**config.mk**
```make
export PLATFORM = sky130hd
export DESIGN_NAME = acc_cpu_param_flat
export DESIGN_NICKNAME = d
export VERILOG_FILES = /design/src/rtl/acc_cpu_param_if.sv /design/src/rtl/acc_cpu_param.sv /design/src/flat_wrapper.sv
export SDC_FILE = /design/constraint.sdc
export NUM_CORES = 1
export LEC_CHECK = 0
export ABC_AREA = 1
export ABC_CLOCK_PERIOD_IN_PS = 6000
export BUFFER_PORTS_ARGS = -buffer_cell sky130_fd_sc_hd__buf_2
export CAP_MARGIN = 25
export CORE_MARGIN = 1.5
export CORE_UTILIZATION = 49
export DETAILED_ROUTE_END_ITERATION = 12
export GPL_TIMING_DRIVEN = 0
export PLACE_DENSITY_LB_ADDON = 0.05
export SYNTH_ARGS = -nofsm -noshare
export SYNTH_HDL_FRONTEND = slang
export SYNTH_SLANG_ARGS = --single-unit
```
**constraint.sdc**
```tcl
create_clock -name clk -period 6 [get_ports clk]
set_input_delay 0.3 -clock clk [delete_from_list [all_inputs] [get_ports clk]]
set_output_delay 0.3 -clock clk [all_outputs]
set_load 0.005 [all_outputs]
```
**src/rtl/acc_cpu_param_if.sv**
```systemverilog
// Memory/debug bus of the accumulator CPU.
// The CPU is the master; system memory and the test harness sit on the slave side.
interface acc_cpu_param_if #(
  parameter int ADR_W = 5
);
  localparam int DATA_W = ADR_W + 3;

  logic [ADR_W-1:0]  adr_bus;
  logic              rd_mem;
  logic              wr_mem;
  logic              mem_ready;
  logic [DATA_W-1:0] data_bus_in;
  logic [DATA_W-1:0] data_bus_out;
  logic [DATA_W-1:0] acc;
  logic              halted;

  modport master (
    output adr_bus, rd_mem, wr_mem, data_bus_out, acc, halted,
    input  mem_ready, data_bus_in
  );

  modport slave (
    input  adr_bus, rd_mem, wr_mem, data_bus_out, acc, halted,
    output mem_ready, data_bus_in
  );
endinterface

```
**src/rtl/acc_cpu_param.sv**
```systemverilog
// Parametrised accumulator CPU: 8-instruction set, zero/carry flags, conditional jump,
// halt, and a ready handshake so memories may insert wait states.
module acc_cpu_param #(
  parameter int ADR_W = 5
) (
  input logic             clk,
  input logic             reset,
  acc_cpu_param_if.master bus
);
  localparam int DATA_W = ADR_W + 3;

  typedef enum logic [2:0] {S_RST, S_FETCH, S_DECODE, S_EXEC, S_HALT} state_e;
  typedef enum logic [2:0] {
    OP_LDA = 3'd0, OP_STA = 3'd1, OP_ADD = 3'd2, OP_SUB = 3'd3,
    OP_AND = 3'd4, OP_JMP = 3'd5, OP_JZ  = 3'd6, OP_HLT = 3'd7
  } op_e;

  state_e            state_q, state_d;
  logic [ADR_W-1:0]  pc_q, pc_d;
  logic [DATA_W-1:0] ir_q, ir_d;
  logic [DATA_W-1:0] ac_q, ac_d;
  logic              z_q, z_d;
  logic              c_q, c_d;

  op_e               irOp;
  logic [ADR_W-1:0]  irAdr;
  logic [DATA_W:0]   sum;
  logic [DATA_W:0]   diff;

  assign irOp  = op_e'(ir_q[DATA_W-1 -: 3]);
  assign irAdr = ir_q[ADR_W-1:0];
  // The extra top bit of the difference is the borrow, i.e. AC < din.
  assign sum   = {1'b0, ac_q} + {1'b0, bus.data_bus_in};
  assign diff  = {1'b0, ac_q} - {1'b0, bus.data_bus_in};

  always_ff @(posedge clk or posedge reset) begin
    if (reset) begin
      state_q <= S_RST;
      pc_q    <= '0;
      ir_q    <= '0;
      ac_q    <= '0;
      z_q     <= 1'b0;
      c_q     <= 1'b0;
    end else begin
      state_q <= state_d;
      pc_q    <= pc_d;
      ir_q    <= ir_d;
      ac_q    <= ac_d;
      z_q     <= z_d;
      c_q     <= c_d;
    end
  end

  always_comb begin
    state_d          = state_q;
    pc_d             = pc_q;
    ir_d             = ir_q;
    ac_d             = ac_q;
    z_d              = z_q;
    c_d              = c_q;
    bus.adr_bus      = pc_q;
    bus.rd_mem       = 1'b0;
    bus.wr_mem       = 1'b0;
    bus.data_bus_out = '0;
    bus.acc          = ac_q;
    bus.halted       = 1'b0;

    case (state_q)
      S_RST: state_d = S_FETCH;

      S_FETCH: begin
        bus.rd_mem = 1'b1;
        if (bus.mem_ready) begin
          ir_d    = bus.data_bus_in;
          pc_d    = pc_q + 1'b1;
          state_d = S_DECODE;
        end
      end

      // Jumps and halt finish here; a JZ not taken keeps the already incremented PC.
      S_DECODE: begin
        case (irOp)
          OP_JMP: begin
            pc_d    = irAdr;
            state_d = S_FETCH;
          end
          OP_JZ: begin
            if (z_q) pc_d = irAdr;
            state_d = S_FETCH;
          end
          OP_HLT:  state_d = S_HALT;
          default: state_d = S_EXEC;
        endcase
      end

      S_EXEC: begin
        bus.adr_bus = irAdr;
        if (irOp == OP_STA) begin
          bus.wr_mem       = 1'b1;
          bus.data_bus_out = ac_q;
        end else begin
          bus.rd_mem = 1'b1;
        end
        if (bus.mem_ready) begin
          state_d = S_FETCH;
          case (irOp)
            OP_LDA:  ac_d = bus.data_bus_in;
            OP_ADD:  {c_d, ac_d} = sum;
            OP_SUB: begin
              ac_d = diff[DATA_W-1:0];
              c_d  = diff[DATA_W];
            end
            OP_AND:  ac_d = ac_q & bus.data_bus_in;
            default: ;
          endcase
          if (irOp != OP_STA) z_d = (ac_d == '0);
        end
      end

      S_HALT: bus.halted = 1'b1;

      default: state_d = S_RST;
    endcase
  end
endmodule

```
**src/flat_wrapper.sv**
```systemverilog
// flat-port wrapper written by rule: the top's interface ports become plain ports
module acc_cpu_param_flat 
#(
  parameter int ADR_W = 5
)
  (clk, reset, bus_adr_bus, bus_rd_mem, bus_wr_mem, bus_data_bus_out, bus_acc, bus_halted, bus_mem_ready, bus_data_bus_in);
  acc_cpu_param_if #(.ADR_W(ADR_W)) bus_i ();
  input logic clk;
  input logic reset;
  output wire logic [$bits(bus_i.adr_bus)-1:0] bus_adr_bus;
  output wire logic [$bits(bus_i.rd_mem)-1:0] bus_rd_mem;
  output wire logic [$bits(bus_i.wr_mem)-1:0] bus_wr_mem;
  output wire logic [$bits(bus_i.data_bus_out)-1:0] bus_data_bus_out;
  output wire logic [$bits(bus_i.acc)-1:0] bus_acc;
  output wire logic [$bits(bus_i.halted)-1:0] bus_halted;
  input wire logic [$bits(bus_i.mem_ready)-1:0] bus_mem_ready;
  input wire logic [$bits(bus_i.data_bus_in)-1:0] bus_data_bus_in;
  assign bus_adr_bus = bus_i.adr_bus;
  assign bus_rd_mem = bus_i.rd_mem;
  assign bus_wr_mem = bus_i.wr_mem;
  assign bus_data_bus_out = bus_i.data_bus_out;
  assign bus_acc = bus_i.acc;
  assign bus_halted = bus_i.halted;
  assign bus_i.mem_ready = bus_mem_ready;
  assign bus_i.data_bus_in = bus_data_bus_in;
  acc_cpu_param #(.ADR_W(ADR_W)) u_core (.clk(clk), .reset(reset), .bus(bus_i));
endmodule
```
## Word-level counts from Yosys, hierarchy flattened

Index checks and enable logic that the tools add are counted.

- Input port bits: 11
- Logic and storage cells: 55
- Output and inout bits: 24
- Flip-flop bits (word level): 25

- Reductions and logical operators: 10
- Equal/unequal tests: 16
- Muxes and demuxes: 19
- Add/sub/neg operators: 3
- Bitwise logic cells: 2

Operator list:

| operator | count |
|---|---|
| two-way mux 8 bit | 4 |
| case mux 8 bit (4 select lines) | 1 |
| case mux 5 bit (2 select lines) | 2 |
| == test 3 bit (second input constant) | 5 |
| two-way mux 5 bit | 3 |
| case mux 3 bit (5 select lines) | 1 |
| == test 3 x 2 -> 1 bit (second input constant) | 4 |
| adder 8 bit | 1 |
| bitwise AND 8 bit | 1 |
| zero test 8 bit | 1 |
| subtractor 8 bit | 1 |
| == test 3 x 1 -> 1 bit (second input constant) | 2 |
| zero test 3 bit | 2 |
| two-way mux 3 bit | 2 |
| != test 3 x 2 -> 1 bit (second input constant) | 2 |
| case mux 3 bit (2 select lines) | 1 |
| AND reduction 3 bit | 2 |
| adder 5 x 1 -> 5 bit (second input constant) | 1 |
| two-way mux 1 bit | 4 |
| != test 2 bit (second input constant) | 2 |
| AND reduction 2 bit | 2 |
| AND reduction 4 bit | 1 |
| != test 3 x 1 -> 1 bit (second input constant) | 1 |
| case mux 1 bit (2 select lines) | 1 |
| other kinds (3) | 3 |

## Longest topological paths before layout

Gate-level depths: netlist of the first run.

- Depth after elaboration: 5
- Gate-level depth with buffers: 20
- Depth with buffers taken out: 19

## Worst setup path before layout of the first run

Ideal clock, no wire load.

- Path type: input-to-reg
- From: input bus_data_bus_in[0]
- To: register u_core.ac_q[7] (netlist: u_core.bus.acc[7])
- Library setup time: 123 ps
- Setup slack: 3,815 ps
- Required time: 5,877 ps
- Data arrival time: 2,062 ps
- Stages on the path: 15
- Buffers on the path: 0
- Cells stage by stage: inv_1 ha_1 inv_1 o31ai_1 o21ai_0 xor2_1 ha_1 a21oi_1 nand2_1 a21oi_1 nand3_1 nand3_1 nand2_1 nand2_1 o21ai_1

- Cells in the longest elaborated chain, start to end: 4
- Elaborated cells on any way between the ends: 5
- Those cells by class: add/sub: 2; mux: 3

RTL lines:

| what | line | text |
|---|---|---|
| start, declared | flat_wrapper.sv:17 | `input wire logic [$bits(bus_i.data_bus_in)-1:0] bus_data_bus_in;` |
| subtractor 8 bit / adder 8 bit (equally long branches) | acc_cpu_param.sv:34, acc_cpu_param.sv:33 |  |
| case mux 8 bit (4 select lines) * | acc_cpu_param.sv:106 | `case (irOp)` |
| two-way mux 8 bit * | acc_cpu_param.sv:104 | `if (bus.mem_ready) begin` |
| two-way mux 8 bit * | acc_cpu_param.sv:68 | `case (state_q)` |
| end signal, assigned | acc_cpu_param.sv:41 | `ac_q <= '0;` |
| end signal, assigned | acc_cpu_param.sv:48 | `ac_q <= ac_d;` |
| end, declared | acc_cpu_param.sv:21 | `logic [DATA_W-1:0] ac_q, ac_d;` |

Every way passes the cells marked *; elsewhere a longest branch is shown, timed or not. The select of a mux whose other input is x is not followed.
A chain may end at the register's enable or synchronous reset.

## Worst setup path in the final report of the first run

- From: register u_core.ir_q[7]
- To: register u_core.z_q

- Cells in the longest elaborated chain, start to end: 5
- Elaborated cells on any way between the ends: 10
- Those cells by class: eq/ne: 4; mux: 3; reduce/logical: 3

RTL lines:

| what | line | text |
|---|---|---|
| start, declared | acc_cpu_param.sv:20 | `logic [DATA_W-1:0] ir_q, ir_d;` |
| start signal, assigned | acc_cpu_param.sv:47 | `ir_q <= ir_d;` |
| == test 3 bit (tied with other cells) | acc_cpu_param.sv:106 |  |
| case mux 8 bit (4 select lines) | acc_cpu_param.sv:106 |  |
| two-way mux 8 bit | acc_cpu_param.sv:104 |  |
| two-way mux 8 bit | acc_cpu_param.sv:68 |  |
| zero test 8 bit | acc_cpu_param.sv:116 | `if (irOp != OP_STA) z_d = (ac_d == '0);` |
| end signal, assigned | acc_cpu_param.sv:49 | `z_q <= z_d;` |
| end, declared | acc_cpu_param.sv:22 | `logic z_q, z_d;` |

Several ways; a longest one is shown, not always the timed one. The select of a mux whose other input is x is not followed.

==> results of run 1 <==
-- synthesized netlist by cell type --
master	number	area, µm²
dfrtp_1	25	626
inv_4	1	6.26
o31ai_1	2	15.0
o21ai_1	1	5.00
xnor2_1	2	17.5
nor3_1	3	15.0
buf_2	2	10.0
nand3_1	23	115
nand3_2	3	30.0
nand2_1	81	304
o21ai_2	1	8.76
o21ai_0	33	165
inv_6	1	8.76
a21oi_2	1	8.76
mux2_2	1	11.3
o211ai_1	8	60.1
nand2_2	1	6.26
inv_2	4	15.0
a31oi_2	1	12.5
nor3_4	1	16.3
a21oi_1	10	50.1
a211oi_1	1	7.51
fa_1	1	20.0
xor2_1	6	52.6
nand2_4	1	11.3
nand3b_1	1	7.51
nor2_2	1	6.26
nor2_1	23	86.3
nor2_4	2	22.5
buf_6	3	33.8
inv_1	55	206
nand4_1	2	12.5
a21o_1	1	7.51
ha_1	10	125
-- critical path: stages, from the launching register on --
cell     delay [ns]
dfrtp_1        0.38
buf_6          0.15
inv_6          0.09
nand3_2        0.12
o31ai_1        0.13
o21ai_0        0.17
xor2_1         0.18
ha_1           0.33
a21oi_1        0.20
nand2_1        0.07
a21oi_1        0.11
nand3_1        0.08
nand3_1        0.11
nand2_1        0.06
nand2_1        0.08
nand3_1        0.10
nand2_1        0.07
-- area by class of cell --
cell class,instances,area [µm²],area share (%)
Clock inverter,1,7.51,0.313
Timing Repair Buffer,35,185,7.71
Inverter,61,236,9.84
Sequential cell,25,626,26.0
Multi-Input combinational cell,221,1200,49.9
Tap cell,50,62.6,2.60
Clock buffer,3,41.3,1.72
Buffer,5,43.8,1.82
-- cell families after synthesis --
logic type / Yosys count
DFF: 25
buffers and inverters: 66
AOI/OAI and AO/OA: 59
xor gates and xnor gates: 8
adders and majority gates: 11
muxes: 1
and+or+nand+nor: 142
-- worst min path at each step --
stage | end | slack, ns | start | cells after the start
final | u_core.state_q[2]$_DFFE_PP0P_ | -0.005 | reset | 2
after global routing | u_core.bus.acc[0]$_DFFE_PP0P_ | 0.03 | reset | 2
after CTS | u_core.state_q[1]$_DFFE_PP0P_ | 0.25 | bus_mem_ready | 2
after detailed placement | u_core.ir_q[1]$_DFFE_PP0P_ | 0.48 | u_core.ir_q[1]$_DFFE_PP0P_ | 2
after global placement | u_core.ir_q[1]$_DFFE_PP0P_ | 0.47 | u_core.ir_q[1]$_DFFE_PP0P_ | 2
after floorplan | u_core.bus.acc[0]$_DFFE_PP0P_ | 0.33 | reset | 1
-- sequential cells by signal (all words and copies together) (netlist names) --
| register | flops |
|---|---|
| u_core.ir_q | 8 |
| u_core.state_q | 3 |
| u_core.bus.acc | 8 |
| u_core.pc_q | 5 |
| u_core.z_q | 1 |
-- through the flow --
| stage | power [W] | setup WS [ns] | util (%) | hold WS [ns] | std cells |
|---|---|---|---|---|---|
| 5_1_grt | 0.00140 | 3.31 | 59.2 | 0.0321 | 401 |
| 2_1_floorplan | 0.000922 | 3.82 | - | 0.327 | 312 |
| 4_1_cts | 0.00126 | 3.53 | 58.8 | 0.247 | 400 |
| 3_5_place_dp | 0.00114 | 3.38 | 57.6 | 0.482 | 396 |
| 6_report | 0.00125 | 3.52 | 59.2 | -0.00478 | 401 |
| 3_3_place_gp | 0.00113 | 3.36 | 57.6 | 0.475 | 396 |
-- layer usage --
| layer | part of all wire [%] | wire [µm] | track usage [%] | up-vias |
|---|---|---|---|---|
| li1 | - | - | - | 1079 |
| met1 | 50 | 2600 | 35.3 | 933 |
| met2 | 43 | 2230 | 36.7 | 52 |
| met3 | 5.6 | 286 | 2.92 | 4 |
| met4 | 0.70 | 36 | 5.50 | 0 |
| met5 | 0 | 0 | 0 | - |
-- power by group through the flow --
stage / Clock, W / Sequential, W / Combinational [W]
global route: 0.000117 / 0.000324 / 0.000961
finish: 0.000107 / 0.000313 / 0.000833
floorplan: 0 / 0.000301 / 0.000621
global placement: 0 / 0.000315 / 0.000814
CTS: 0.000111 / 0.000312 / 0.000832
detailed placement: 0 / 0.000316 / 0.000828
==> impl_metrics.ini, run 1 <==
[global_route]
antenna_found_initial = 0
grt_pass1_vias = 1811
grt-ovfl-total = 0
gr-usage-all-layers_pct = 23.8
grt_max_degree = 26
grt_pass1_wl_um = 8470

[routing]
vias = 2068
wl_per_cell_um = 12.9
remaining_drc_errors = 0
viasPerCell = 5.16
drt_iter0_markers = 111
drtPass1Iterations = 4
drtAntennaViolNets = 0
routed_wirelength_um = 5150

[timing]
hold_violations = 9
min_period_ns = 2.48
tightest_slew_ns = 0.480
fin_tns_setup_ns = 0
period_share_pct = 41.4
slew_headroom_pct = 67.9
rsz0062_at_grt = false
holdWs_ns = -0.00478
finalSetupViolCount = 0
clock-skew-final_ns = 0.00186
maxClockFrequency_ghz = 0.403
slew_viol_final = 0

[logic_synthesis]
synthMuxAreaShare_pct = 0.535
syn-cell-area_um2 = 2110
synthXorXnorAreaFrac_pct = 3.33
avgSynthCellArea_um2 = 6.75
synth_fa_ha_area_share_pct = 6.89
synthesis.nets = 334
synth_cell_type_count = 34
syn_inst = 312
synthSimpleGateAreaFrac_pct = 30.1
synth_top_family_by_area = simple AND/OR/NAND/NOR gates
yosys_warnings = 0
ys_seq_area_share_pct = 29.7
synth_compound_area_share_pct = 16.2
yosys_register_bits = 25

[clock_tree]
cts_made_buffers = 3
cts_max_level = 1
cts_tree = done
clkTransAtPathRegs_ns = 0.10
cts_hold_buf = 0
clkSinkCount = 25
clk_latency_ns = 0.27
cts_resized = 0
root_buffer = clkbuf_8
post-cts-setup-buffers = 0
cts_max_path_buffers = 2

[layout]
nNetsFinal = 374
final_layout_size_suffix_gt1_share_pct = 17.9
area_delta_synth_final_pct = 14.1
final_cell_mix = 81 x nand2_1, 55 x inv_1, 36 x buf_2, 33 x o21ai_0, 25 x dfrtp_1
fillers = 407
design_area_um2 = 2400
mostFrequentLayoutCell = nand2_1
diodes = 0

[setup_path]
crit_start = u_core.ir_q[7]$_DFFE_PP0P_
crit_path_start_kind = register
regToRegSetupSlack_ns = 3.52
critical_path.max_fanout = 10
reg2reg_from = u_core.ir_q[7]$_DFFE_PP0P_
worstRegToRegCells = 16
worstPathRequired_ns = 6.22
crit_arrival_ns = 2.70
reg2reg_to = u_core.z_q$_DFFE_PP0P_
cp-endpoint = u_core.z_q$_DFFE_PP0P_
end_kind = register
crit_type = reg -> reg

[power]
comb_power_share_pct = 66.5
switching_share_pct = 52.2
pwr-share-clk_pct = 8.6
ir_drop_v = 0.000225
seqPwrFrac_pct = 25.0
p_switching_w = 0.000654
power.density_nw_per_um2 = 522
p_int_w = 0.000600
cellLeakagePower_nw = 1.32

[status]
status = complete, but fails checks
violations = hold timing

[die]
die_area_um2 = 4700
fp.dieW_um = 68.6
coreArea_um2 = 4060
std_cell_rows = 23
ios = 35
die_h_um = 68.6
start_util_pct = 51.9

[hold_path]
hp-class = in -> async

[placed_design]
portBuffers = 34
globalplace.congestion = 0.876
place_area_um2 = 2340
dp_hpwl_um = 4140

[job]
drv_cap = 0
Power figures use the tool's default switching activity.
==> inputs of run 2 (changes only) <==
--- a/config.mk
+++ b/config.mk
@@ -6,7 +6,7 @@
 export NUM_CORES = 1
 export LEC_CHECK = 0
 export ABC_AREA = 1
-export ABC_CLOCK_PERIOD_IN_PS = 6000
+export ABC_CLOCK_PERIOD_IN_PS = 2300
 export BUFFER_PORTS_ARGS = -buffer_cell sky130_fd_sc_hd__buf_2
 export CAP_MARGIN = 25
 export CORE_MARGIN = 1.5
==> constraint.sdc (replaced) <==
create_clock -name clk -period 2.3 [get_ports clk]
set_input_delay 0.115 -clock clk [delete_from_list [all_inputs] [get_ports clk]]
set_output_delay 0.115 -clock clk [all_outputs]
set_load 0.005 [all_outputs]
==> impl_metrics.ini, run 2 (same netlist as run 1, synthesis figures left out) <==
[routing]
remaining_drc_errors = 0
drtAntennaViolNets = 0
vias = 2143
wl_per_cell_um = 13.4
drtPass1Iterations = 4
routed_wirelength_um = 5480
viasPerCell = 5.24
drt_iter0_markers = 81

[clock_tree]
clkTransAtPathRegs_ns = 0.10
clk_latency_ns = 0.27
root_buffer = clkbuf_8
cts_made_buffers = 3
cts_tree = done
cts_max_path_buffers = 2
clkSinkCount = 25
cts_max_level = 1

[setup_path]
reg2reg_to = u_core.z_q$_DFFE_PP0P_
crit_path_max_incr_delay_ns = 0.38
critical_path.max_fanout = 6
worstPathRequired_ns = 2.52
cp_num_buf_inv = 3
crit_arrival_ns = 2.51
crit_path_start_kind = register
slowest_stage = dfrtp_1
regToRegSetupSlack_ns = 0.01
end_kind = register
crit_chain = buf_6 -> inv_8 -> nand3_4 -> o31ai_4 -> o21ai_1 -> xor2_1 -> ha_1 -> nand2_1 -> inv_1 -> nand2_1 -> nand2_1 -> a21oi_1 -> nand3_1 -> nand3_2 -> nand2_2 -> nand2_2 -> nand3_2 -> nand2_2
reg2reg_from = u_core.ir_q[7]$_DFFE_PP0P_
crit_start = u_core.ir_q[7]$_DFFE_PP0P_
worstRegToRegCells = 18
cpLargestDelayFamily = simple AND/OR/NAND/NOR gates
crit_type = reg -> reg

[placed_design]
globalplace.congestion = 0.876
portBuffers = 34
dp_hpwl_um = 4140

[power]
power.density_nw_per_um2 = 1390
ir_drop_v = 0.000595
cellLeakagePower_nw = 1.37
p_total_w = 0.00354

[global_route]
grt_pass1_vias = 1880
met2_usage_pct = 38.8
grt_max_degree = 26
met1_usage_pct = 35.3
grt-ovfl-total = 0
met3_usage_pct = 2.92
gr-usage-all-layers_pct = 24.5
top_usage_layer = met2
antenna_found_initial = 0
grt_pass1_wl_um = 8690

[layout]
multi_input_area_um2 = 1280
area_delta_synth_final_pct = 20.9
nNetsFinal = 382
final_layout_size_suffix_gt1_share_pct = 23.7
diodes = 0
final_cell_mix = 75 x nand2_1, 54 x inv_1, 36 x buf_2, 31 x o21ai_0, 25 x dfrtp_1
fillers = 392
mostFrequentLayoutCell = nand2_1
regArea_um2 = 626

[die]
fp.dieW_um = 68.6
die_area_um2 = 4700
die_h_um = 68.6
std_cell_rows = 23
start_util_pct = 51.9
coreArea_um2 = 4060
ios = 35

[timing]
holdWs_ns = 0.0622
rsz0062_at_grt = true
slew_headroom_pct = 67.5
maxClockFrequency_ghz = 0.438
finalSetupViolCount = 0
min_period_ns = 2.29
tightest_slew_ns = 0.486
slew_viol_final = 0
hold_violations = 0
clock-skew-final_ns = 0.00274
period_share_pct = 99.4

[job]
drv_cap = 0

[hold_path]
hp-start = bus_mem_ready
min_path_cells = 2
hp-class = in -> reg
min_to = u_core.state_q[1]$_DFFE_PP0P_

[status]
status = complete, no violations
-- run 2: power breakdown --
| part | internal [W] | switching (W) | total, W |
|---|---|---|---|
| sequential | 0.000629 | 0.000196 | 0.000824 |
| combinational | 0.000955 | 0.00147 | 0.00243 |
| clock | 0.000123 | 0.000162 | 0.000285 |
-- run 2: how the worst max path moves through the flow --
| stage | end | slack (ns) | cells after the start |
|---|---|---|---|
| floorplan | u_core.bus.acc[7]$_DFFE_PP0P_ | 0.14 | 15 |
| global placement | u_core.z_q$_DFFE_PP0P_ | -0.17 | 16 |
| detailed placement | u_core.z_q$_DFFE_PP0P_ | -0.14 | 16 |
| CTS | u_core.z_q$_DFFE_PP0P_ | 0.02 | 18 |
| global route | u_core.z_q$_DFFE_PP0P_ | -0.14 | 16 |
| finish | u_core.z_q$_DFFE_PP0P_ | 0.01 | 18 |
-- run 2: layout make-up --
cell class / instances / share of cell area, %
Buffer: 5 / 1.72
Clock inverter: 1 / 0.295
Timing Repair Buffer: 43 / 9.73
Sequential cell: 25 / 24.6
Inverter: 61 / 9.39
Clock buffer: 3 / 1.62
Tap cell: 50 / 2.46
Multi-Input combinational cell: 221 / 50.2
-- run 2: what timing repair did --
action                                  CTS  global route
pin swaps                                 2             9
setup buffers                             2             5
hold endpoints to repair                  0             9
endpoints found under the setup margin    2             5
hold buffers                              0             1
gates resized for setup                  10            10
-- run 2: stage by stage --
step | instances | area, µm² | util, % | setup TNS [ns] | setup slack, ns
finish | 409 | 2550 | 62.8 | 0 | 0.0147
global route | 409 | 2550 | 62.8 | -0.232 | -0.144
detailed placement | 396 | 2340 | 57.6 | -0.248 | -0.143
CTS | 402 | 2440 | 60.1 | 0 | 0.0239
global placement | 396 | 2340 | 57.6 | -0.295 | -0.167
floorplan | 312 | 2110 | - | 0 | 0.142
-- run 2: layer usage --
layer	routed length (µm)	vias up
met5	0	-
met4	36	0
met3	334	4
met2	2470	59
met1	2640	988
li1	-	1092
